### src/rtl/seg7_bcd_scan_driver.sv
// Multiplexed 7-segment display driver with sequential binary-to-BCD conversion.
//
// A load strobe captures a binary value and a decimal-point mask. The value is converted to
// BCD by shift-add-3 (double-dabble), one input bit per clock. The finished result is committed
// to the display registers in a single cycle, so the scanned digits never show a mix of the
// old and new value. A free-running prescaler steps through the digits, one slot per CLK_DIV
// clocks.
//
// Ports:
//   clk      - system clock, all state on the rising edge
//   rst_n    - asynchronous active-low reset
//   value    - unsigned binary number to display, sampled on load
//   dp_mask  - decimal-point enables, bit i lights the dp of digit i, sampled on load
//   load     - single-cycle strobe; ignored while busy
//   busy     - conversion in progress
//   overflow - committed value does not fit in NUM_DIGITS decimal digits
//   seg      - segments {dp,g,f,e,d,c,b,a}, inverted when SEG_ACT_LOW
//   dig      - one-hot digit enable, active high, bit i = digit i (digit 0 is leftmost)
module seg7_bcd_scan_driver #(
  parameter int unsigned NUM_DIGITS  = 3,
  parameter int unsigned VALUE_W     = 10,
  parameter int unsigned CLK_DIV     = 1000,
  parameter bit          SEG_ACT_LOW = 1'b1,
  parameter bit          BLANK_LZ    = 1'b1
) (
  input  logic                  clk,
  input  logic                  rst_n,
  input  logic [VALUE_W-1:0]    value,
  input  logic [NUM_DIGITS-1:0] dp_mask,
  input  logic                  load,
  output logic                  busy,
  output logic                  overflow,
  output logic [7:0]            seg,
  output logic [NUM_DIGITS-1:0] dig
);

  localparam int unsigned BcdW = 4 * NUM_DIGITS;
  localparam int unsigned CntW = $clog2(VALUE_W + 1);
  localparam int unsigned PreW = $clog2(CLK_DIV);
  localparam int unsigned IdxW = (NUM_DIGITS > 1) ? $clog2(NUM_DIGITS) : 1;

  localparam logic [7:0] SegOff = SEG_ACT_LOW ? 8'hFF : 8'h00;

  localparam logic [1:0] StIdle   = 2'd0;
  localparam logic [1:0] StShift  = 2'd1;
  localparam logic [1:0] StCommit = 2'd2;

  function automatic logic [63:0] pow10(input int unsigned n);
    logic [63:0] r;
    r = 64'd1;
    for (int unsigned i = 0; i < n; i++) begin
      r = r * 64'd10;
    end
    return r;
  endfunction

  localparam logic [63:0] OvfLimit = pow10(NUM_DIGITS);

  function automatic logic [6:0] font7(input logic [3:0] d);
    logic [6:0] p;
    case (d)
      4'd0:    p = 7'h3F;
      4'd1:    p = 7'h06;
      4'd2:    p = 7'h5B;
      4'd3:    p = 7'h4F;
      4'd4:    p = 7'h66;
      4'd5:    p = 7'h6D;
      4'd6:    p = 7'h7D;
      4'd7:    p = 7'h07;
      4'd8:    p = 7'h7F;
      4'd9:    p = 7'h6F;
      default: p = 7'h00;
    endcase
    return p;
  endfunction

  // Conversion state
  logic [1:0]            state_q, state_d;
  logic [CntW-1:0]       cnt_q, cnt_d;
  logic [VALUE_W-1:0]    sh_q, sh_d;
  logic [BcdW-1:0]       bcd_q, bcd_d;
  logic [BcdW-1:0]       bcd_adj;
  logic [NUM_DIGITS-1:0] dp_cap_q, dp_cap_d;
  logic                  ovf_cap_q, ovf_cap_d;

  // Committed display contents
  logic [BcdW-1:0]       disp_bcd_q, disp_bcd_d;
  logic [NUM_DIGITS-1:0] disp_dp_q, disp_dp_d;
  logic                  disp_ovf_q, disp_ovf_d;
  logic                  valid_q, valid_d;

  // Scan and output registers
  logic [PreW-1:0]       pre_q, pre_d;
  logic [IdxW-1:0]       idx_q, idx_d;
  logic [7:0]            seg_q, seg_d;
  logic [NUM_DIGITS-1:0] dig_q, dig_d;

  logic [NUM_DIGITS-1:0] blank;
  logic                  zero_run;
  logic [3:0]            cur_nib;
  logic                  cur_blank;
  logic                  cur_dp;
  logic [7:0]            raw;

  // Add-3 correction applied to every nibble before each shift.
  always_comb begin
    bcd_adj = bcd_q;
    for (int i = 0; i < int'(NUM_DIGITS); i++) begin
      if (bcd_q[4*i +: 4] >= 4'd5) begin
        bcd_adj[4*i +: 4] = bcd_q[4*i +: 4] + 4'd3;
      end
    end
  end

  always_comb begin
    state_d    = state_q;
    cnt_d      = cnt_q;
    sh_d       = sh_q;
    bcd_d      = bcd_q;
    dp_cap_d   = dp_cap_q;
    ovf_cap_d  = ovf_cap_q;
    disp_bcd_d = disp_bcd_q;
    disp_dp_d  = disp_dp_q;
    disp_ovf_d = disp_ovf_q;
    valid_d    = valid_q;
    case (state_q)
      StIdle: begin
        if (load) begin
          sh_d      = value;
          dp_cap_d  = dp_mask;
          ovf_cap_d = (64'(value) >= OvfLimit);
          bcd_d     = '0;
          cnt_d     = '0;
          state_d   = StShift;
        end
      end
      StShift: begin
        // Digits beyond NUM_DIGITS fall off the top; overflow flags that case.
        bcd_d = {bcd_adj[BcdW-2:0], sh_q[VALUE_W-1]};
        sh_d  = sh_q << 1;
        if (cnt_q == CntW'(VALUE_W - 1)) begin
          state_d = StCommit;
        end else begin
          cnt_d = cnt_q + 1'b1;
        end
      end
      StCommit: begin
        disp_bcd_d = bcd_q;
        disp_dp_d  = dp_cap_q;
        disp_ovf_d = ovf_cap_q;
        valid_d    = 1'b1;
        state_d    = StIdle;
      end
      default: state_d = StIdle;
    endcase
  end

  always_comb begin
    pre_d = pre_q + 1'b1;
    idx_d = idx_q;
    if (pre_q == PreW'(CLK_DIV - 1)) begin
      pre_d = '0;
      idx_d = (idx_q == IdxW'(NUM_DIGITS - 1)) ? '0 : idx_q + 1'b1;
    end
  end

  // A digit is blank while it and every digit to its left are zero; the last digit never is.
  always_comb begin
    zero_run = 1'b1;
    blank    = '0;
    for (int i = 0; i < int'(NUM_DIGITS); i++) begin
      zero_run = zero_run & (disp_bcd_q[4*(int'(NUM_DIGITS)-1-i) +: 4] == 4'd0);
      blank[i] = BLANK_LZ && zero_run && (i < int'(NUM_DIGITS) - 1);
    end
  end

  always_comb begin
    cur_nib   = '0;
    cur_blank = 1'b0;
    cur_dp    = 1'b0;
    for (int i = 0; i < int'(NUM_DIGITS); i++) begin
      if (idx_q == IdxW'(i)) begin
        cur_nib   = disp_bcd_q[4*(int'(NUM_DIGITS)-1-i) +: 4];
        cur_blank = blank[i];
        cur_dp    = disp_dp_q[i];
      end
    end
    raw = 8'h00;
    if (disp_ovf_q) begin
      raw[6:0] = 7'h40;
    end else if (!cur_blank) begin
      raw[6:0] = font7(cur_nib);
    end
    raw[7] = cur_dp;
    seg_d  = valid_q ? (SEG_ACT_LOW ? ~raw : raw) : SegOff;
    dig_d  = valid_q ? (NUM_DIGITS'(1) << idx_q) : '0;
  end

  always_ff @(posedge clk or negedge rst_n) begin
    if (!rst_n) begin
      state_q    <= StIdle;
      cnt_q      <= '0;
      sh_q       <= '0;
      bcd_q      <= '0;
      dp_cap_q   <= '0;
      ovf_cap_q  <= 1'b0;
      disp_bcd_q <= '0;
      disp_dp_q  <= '0;
      disp_ovf_q <= 1'b0;
      valid_q    <= 1'b0;
      pre_q      <= '0;
      idx_q      <= '0;
      seg_q      <= SegOff;
      dig_q      <= '0;
    end else begin
      state_q    <= state_d;
      cnt_q      <= cnt_d;
      sh_q       <= sh_d;
      bcd_q      <= bcd_d;
      dp_cap_q   <= dp_cap_d;
      ovf_cap_q  <= ovf_cap_d;
      disp_bcd_q <= disp_bcd_d;
      disp_dp_q  <= disp_dp_d;
      disp_ovf_q <= disp_ovf_d;
      valid_q    <= valid_d;
      pre_q      <= pre_d;
      idx_q      <= idx_d;
      seg_q      <= seg_d;
      dig_q      <= dig_d;
    end
  end

  assign busy     = (state_q != StIdle);
  assign overflow = disp_ovf_q;
  assign seg      = seg_q;
  assign dig      = dig_q;

endmodule

### config.mk
export PLATFORM = sky130hd
export DESIGN_NAME = seg7_bcd_scan_driver
export DESIGN_NICKNAME = d
export VERILOG_FILES = /design/src/rtl/seg7_bcd_scan_driver.sv
export SDC_FILE = /design/constraint.sdc
export NUM_CORES = 1
export LEC_CHECK = 0
export ABC_AREA = 1
export CAP_MARGIN = 20
export CORE_ASPECT_RATIO = 0.5
export CORE_MARGIN = 5
export CORE_UTILIZATION = 64
export CTS_BUF_LIST = sky130_fd_sc_hd__clkbuf_2
export DETAILED_ROUTE_END_ITERATION = 6
export HOLD_SLACK_MARGIN = 0.02
export PLACE_DENSITY_LB_ADDON = 0.05
export SLEW_MARGIN = 10
export SYNTH_ARGS = -nofsm -noshare
export SYNTH_HDL_FRONTEND = slang
export SYNTH_SLANG_ARGS = --single-unit
### constraint.sdc
create_clock -name clk -period 3.75 [get_ports clk]
set_input_delay 0.75 -clock clk [delete_from_list [all_inputs] [get_ports clk]]
set_output_delay 0.75 -clock clk [all_outputs]
set_load 0.03 [all_outputs]
* Word-level counts from Yosys, hierarchy flattened
Memory sizes are Yosys's and may differ from the RTL's. Cells that the tools add are included.
Word-level totals: bits in registers 72, bits in read-only memories 112, output and inout bits 13, word-level logic and storage cells 75, memories kept 1
Memory list:
- (name not given) | depth 16, width 7, read ports 1, clocked after Yosys merged registers in 0, wr ports 0, RTL line 61 | case (d)
Operators by class: $add $sub $neg 6, magnitude comparators 4, equality and inequality tests 9, shift operators 1, muxes and demuxes 28, bitwise logic cells 2, reductions and logical operators 10
Operator list (number):
- 2-to-1 mux 4 bit | 7
- one-hot mux 12 bit (2 select lines) | 1
- 2-to-1 mux 10 bit | 2
- one-hot mux 10 bit (2 select lines) | 1
- 2-to-1 mux 7 bit | 2
- >= comparator 4 x 3 -> 1 bit, second input constant | 3
- 2-to-1 mux 12 bit | 1
- adder 10 x 1 -> 10 bit, second input constant | 1
- equality test 10 bit, second input constant | 1
- >= comparator 10 bit, second input constant | 1
- adder 4 x 2 -> 4 bit, second input constant | 2
- zero test 4 bit | 2
- 2-to-1 mux 8 bit | 1
- NOT 8 bit | 1
- one-hot mux 4 bit (2 select lines) | 1
- 2-to-1 mux 1 bit | 6
- 2-to-1 mux 2 bit | 3
- 2-to-1 mux 3 bit | 2
- inequality test 2 bit, second input constant | 3
- AND reduction 2 bit | 3
- adder 4 x 1 -> 4 bit, second input constant | 1
- equality test 2 x 1 -> 1 bit, second input constant | 2
- equality test 2 bit, second input constant | 2
- equality test 4 bit, second input constant | 1
- other kinds (8) | 10

* Depth between registers and ports, before layout
An unclocked memory read counts as a cell.
depth after elaboration 9, gate-level depth with buffers 11

* Least setup slack after synthesis
Ideal clock, no wire load.
path type input -> register, from input load, to register sh_q[8], arrival 1.352 ns, data required time 3.625 ns, slack 2.274 ns, stages 7, buffers on the path 1, path through nand3_4 inv_4 nor2_8 inv_2 buf_6 o211ai_2 o21ai_1
On the way: longest elaborated chain between the ends 2
Ends and longest elaborated chain:
- start, declared | RTL line 30 | input logic load,
- inequality test 2 bit (no line)
- AND reduction 2 bit (no line)
- end signal, assigned | RTL line 203 | sh_q <= '0;
- end signal, assigned | RTL line 218 | sh_q <= sh_d;
- end, declared | RTL line 80 | logic [VALUE_W-1:0] sh_q, sh_d;
Every way passes these cells. A chain may end at the register's enable or synchronous reset.

* Worst setup path after layout
from register state_q[1], to output busy
On the way: longest elaborated chain between the ends 1
Ends and longest elaborated chain:
- start, declared | RTL line 78 | logic [1:0] state_q, state_d;
- start signal, assigned | RTL line 201 | state_q <= StIdle;
- start signal, assigned | RTL line 216 | state_q <= state_d;
- nonzero test 2 bit | RTL line 233 | assign busy = (state_q != StIdle);
- end, declared | RTL line 31 | output logic busy,
Every way passes these cells.

==> results.txt <==
----------------------------------------------------
[Status]
  Run status ... finished, final reports clean

[STA]
  Final Cycle Share ... 68.1%
  Worst hold-check slack ... roughly 300 ps
  Post-route setup slack ... 1200 ps
  Aggregate negative setup slack ... 0 ps
  Final-report hold violation count ... 0
  Final setup vio count ... 0
  Count of final max-slew check failures ... 0
  Largest clock skew in the final design ... 13.6 ps
  Relative slew slack ... 40.9%
  Transition time at the pin with the least slew margin ... 885 ps
  Final min period ... about 2600 ps
  Maximum clock frequency ... between 300 and 400 MHz
  RSZ-0062 raised after global routing ... no

[Setup path]
  Critical path endpoint category ... primary output
  Crit path DAT ... about 1800 ps
  FF-to-FF path depth ... 6
  R2R Path Start ... state_q[1]
  Worst setup path startpoint ... state_q[1]
  Required time at the worst-slack endpoint ... ~3000 ps
  Crit Path Max Fanout ... 3
  Internal reg-to-reg setup slack ... between 1500 and 2000 ps
  Endpoint of the worst-slack reg-to-reg timing path ... cnt_q[3]
  Critical path type ... flop to primary output
  Element type at the critical path start ... flop

[Clock network]
  Total of hold buffers inserted after clock tree synthesis ... 0
  Htree depth ... 3
  Total of cells resized after clock tree synthesis ... 0
  CTS sink cnt ... 72
  Number of clock buffers inserted by TritonCTS ... 9
  Clock slew at reported path FFs ... around 210 ps
  Clock buffer depth ... 2
  Clk Latency, worst-skew pair ... 530 ps
  Clock Root Buffer ... sky130_fd_sc_hd__clkbuf_2
  Total setup buffers inserted after CTS ... 0
  CTS tree ... yes

[Logic synthesis]
  Post-synth ARST share ... 100%
  Average instance area after synthesis ... 9.14 µm²
  Number of unique standard cell types used by synthesis ... 36
  Post-Syn Nets ... 407
  XOR/XNOR share of the synthesized area ... 1.26%
  Dominant cell by count in the synthesized netlist ... sky130_fd_sc_hd__nand2_1
  Top cell type's share of synthesized area ... 46.1%
  Area leader, netlist ... sky130_fd_sc_hd__dfrtp_1
  Adder-cell share of the synthesized area ... under 10%
  Synth area leaders ... sky130_fd_sc_hd__dfrtp_1 46%, sky130_fd_sc_hd__nand2_1 8.0%, sky130_fd_sc_hd__dfstp_2 6.1%, sky130_fd_sc_hd__inv_1 4.8%, sky130_fd_sc_hd__o21ai_0 4.6%
  Fraction of the mapped netlist area in compound gates ... 15.0%
  Main combinational cell family by area after synthesis ... simple AND/OR/NAND/NOR gates
  Mux share of post-synthesis cell area ... 0%
  Warnings from Yosys ... 0
  Sequential fraction of the synthesis area ... 52.2%
  Synthesized instance count ... 380
  Synth top cells by count ... 74 x sky130_fd_sc_hd__nand2_1, 64 x sky130_fd_sc_hd__dfrtp_1, 44 x sky130_fd_sc_hd__inv_1
  Fraction of the mapped netlist area in simple logic gates ... 19.6%
  Prevailing post-synth register cell ... sky130_fd_sc_hd__dfrtp_1
  Number of synthesized register bits ... between 70 and 80
  Total standard cell area after synthesis ... about 0.0035 mm²
  Count of flip-flops with a built-in enable after synthesis ... 0

[Cells and area]
  Finished Core Util ... 77.0%
  Final net count ... 439
  FILL cells ... 372
  Layout cell share with drive strength beyond 1 ... 13.7%
  Antenna cells ... 0
  Number of standard cells in the layout, taps in and fillers out ... 487
  Area growth syn-to-layout ... 12.9%
  Final std cell area, no fill ... between 0.003 and 0.004 mm²

[Routing]
  Total wirelength of the detailed-routed design ... 7150 µm
  First-pass iteration count of the detailed router ... 7
  Number of nets with antenna violations after routing ... 0
  Vias per cell ... 5.61
  Routed wire per std cell ... 14.7 µm
  DR DRC count ... 0
  Detailed Route Iter0 Violations ... 212
  Vias ... 2734

[Pwr]
  Total leakage power ... approximately 1.9 nW
  Power density over the cells ... between 700 and 800 mW/mm²
  Maximum VDD drop ... around 510 µV
  Post-layout power ... roughly 3.0 mW

[Job]
  Number of maximum-capacitance violations ... 0

[Global routing]
  Via count of the first global-routing pass ... 2646
  Total GRT Usage ... 23.0%
  Pin count of the biggest net entering global routing ... between 40 and 50
  Antenna violations before repair ... 0
  Wire length of the first global-routing pass ... 12200 µm
  Residual overflow from global routing ... 0

[Floorplanning]
  Width of the die ... roughly 110 µm
  Total core area ... 0.00509 mm²
  Area of the die ... 0.00709 mm²
  Vertical extent of the die ... between 60 and 70 µm
  I/O pin total ... 29
  Total number of placement rows ... 18
  Initial Util ... 68.2%

[Placed design]
  HPWL after detailed placement ... 4930 µm
  Placement-stage cell area ... 0.00379 mm²
  Routability cong. ... 0.932
  DP Worst Slack ... 1440 ps
  I/O Buffers ... 28
  Placed cell count ... 471

[Worst hold path]
  Worst min-delay path category ... input port to async pin

----------------------------------------------------
[cells by family after synthesis]
| kind of cell | after synthesis |
|---|---|
| simple gates | 138 |
| compound gates | 90 |
| flops | 72 |
| buf+inv | 64 |
| fa+ha+maj | 11 |
| xor+xnor | 5 |
[per-layer routing]
metal	vias to the layer above	track usage [%]	share of wire [%]
met1	1292	27.6	43
li1	1322	-	-
met3	20	9.09	7.3
met2	100	38.4	48
met4	0	9.81	2.0
met5	-	0	0
[sequential cells by signal, indices dropped and copies added (netlist names)]
name	cells
seg	8
sh_q	10
disp_dp_q	3
state_q	2
dig	3
overflow	1
idx_q	2
cnt_q	4
disp_bcd_q	12
valid_q	1
ovf_cap_q	1
bcd_q	12
dp_cap_q	3
pre_q	10
[power breakdown]
group	switching, mW	internal [mW]
clock	0.289	0.215
combinational	0.821	0.481
sequential	0.161	1.07
[cell type report]
cell class / instances / area (µm²) / area share (%)
Sequential cell: 72 / 1810 / 46.2
Multi-Input combinational cell: 244 / 1390 / 35.3
Timing Repair Buffer: 30 / 290 / 7.41
Inverter: 55 / 214 / 5.46
Tap cell: 70 / 87.6 / 2.23
Clock inverter: 7 / 86.3 / 2.20
Clock buffer: 9 / 45.0 / 1.15
[placed cells by master (no fill, tap or decap)]
| cell | count |
|---|---|
| sky130_fd_sc_hd__nand2_1 | 74 |
| sky130_fd_sc_hd__o21ai_1 | 21 |
| sky130_fd_sc_hd__o21ai_0 | 32 |
| sky130_fd_sc_hd__inv_1 | 44 |
| sky130_fd_sc_hd__nor4_1 | 1 |
| sky130_fd_sc_hd__a31oi_1 | 3 |
| sky130_fd_sc_hd__nor2_8 | 1 |
| sky130_fd_sc_hd__inv_2 | 8 |
| sky130_fd_sc_hd__o211ai_1 | 3 |
| sky130_fd_sc_hd__nand3_2 | 5 |
| sky130_fd_sc_hd__a211oi_1 | 1 |
| sky130_fd_sc_hd__a21boi_1 | 1 |
| sky130_fd_sc_hd__a221oi_1 | 2 |
| sky130_fd_sc_hd__clkbuf_2 | 9 |
| sky130_fd_sc_hd__nor2_1 | 20 |
| sky130_fd_sc_hd__nand2_2 | 4 |
| sky130_fd_sc_hd__nand3_4 | 3 |
| sky130_fd_sc_hd__clkinv_4 | 1 |
| sky130_fd_sc_hd__buf_2 | 1 |
| sky130_fd_sc_hd__ha_1 | 11 |
| sky130_fd_sc_hd__clkinv_2 | 2 |
| sky130_fd_sc_hd__o22ai_2 | 2 |
| sky130_fd_sc_hd__nor3b_1 | 1 |
| sky130_fd_sc_hd__nor2_4 | 3 |
| sky130_fd_sc_hd__clkinv_1 | 2 |
| sky130_fd_sc_hd__dfstp_2 | 8 |
| sky130_fd_sc_hd__o211ai_2 | 3 |
| sky130_fd_sc_hd__buf_4 | 2 |
| sky130_fd_sc_hd__clkdlybuf4s50_1 | 27 |
| sky130_fd_sc_hd__o22ai_1 | 2 |
| sky130_fd_sc_hd__dfrtp_1 | 64 |
| sky130_fd_sc_hd__nand4_1 | 3 |
| sky130_fd_sc_hd__bufinv_16 | 2 |
| sky130_fd_sc_hd__a21oi_1 | 17 |
| sky130_fd_sc_hd__xnor2_1 | 1 |
| sky130_fd_sc_hd__inv_4 | 3 |
| sky130_fd_sc_hd__nor3_1 | 7 |
| sky130_fd_sc_hd__o31ai_1 | 3 |
| sky130_fd_sc_hd__nand3_1 | 16 |
| sky130_fd_sc_hd__xor2_1 | 4 |
[worst max path at each step]
stage,slack [ps],endpoint
finish,1200,busy
global route,1070,busy
CTS,1140,busy
detailed placement,1440,sh_q[7]
global placement,1510,sh_q[5]
floorplan,2270,sh_q[8]
[worst max-delay path, cell delays in order (launching register included)]
cell and delay [ps]:
sky130_fd_sc_hd__dfrtp_1 470, sky130_fd_sc_hd__inv_2 80, sky130_fd_sc_hd__nand2_1 70, sky130_fd_sc_hd__clkdlybuf4s50_1 660
Power figures use the tool's default switching activity.
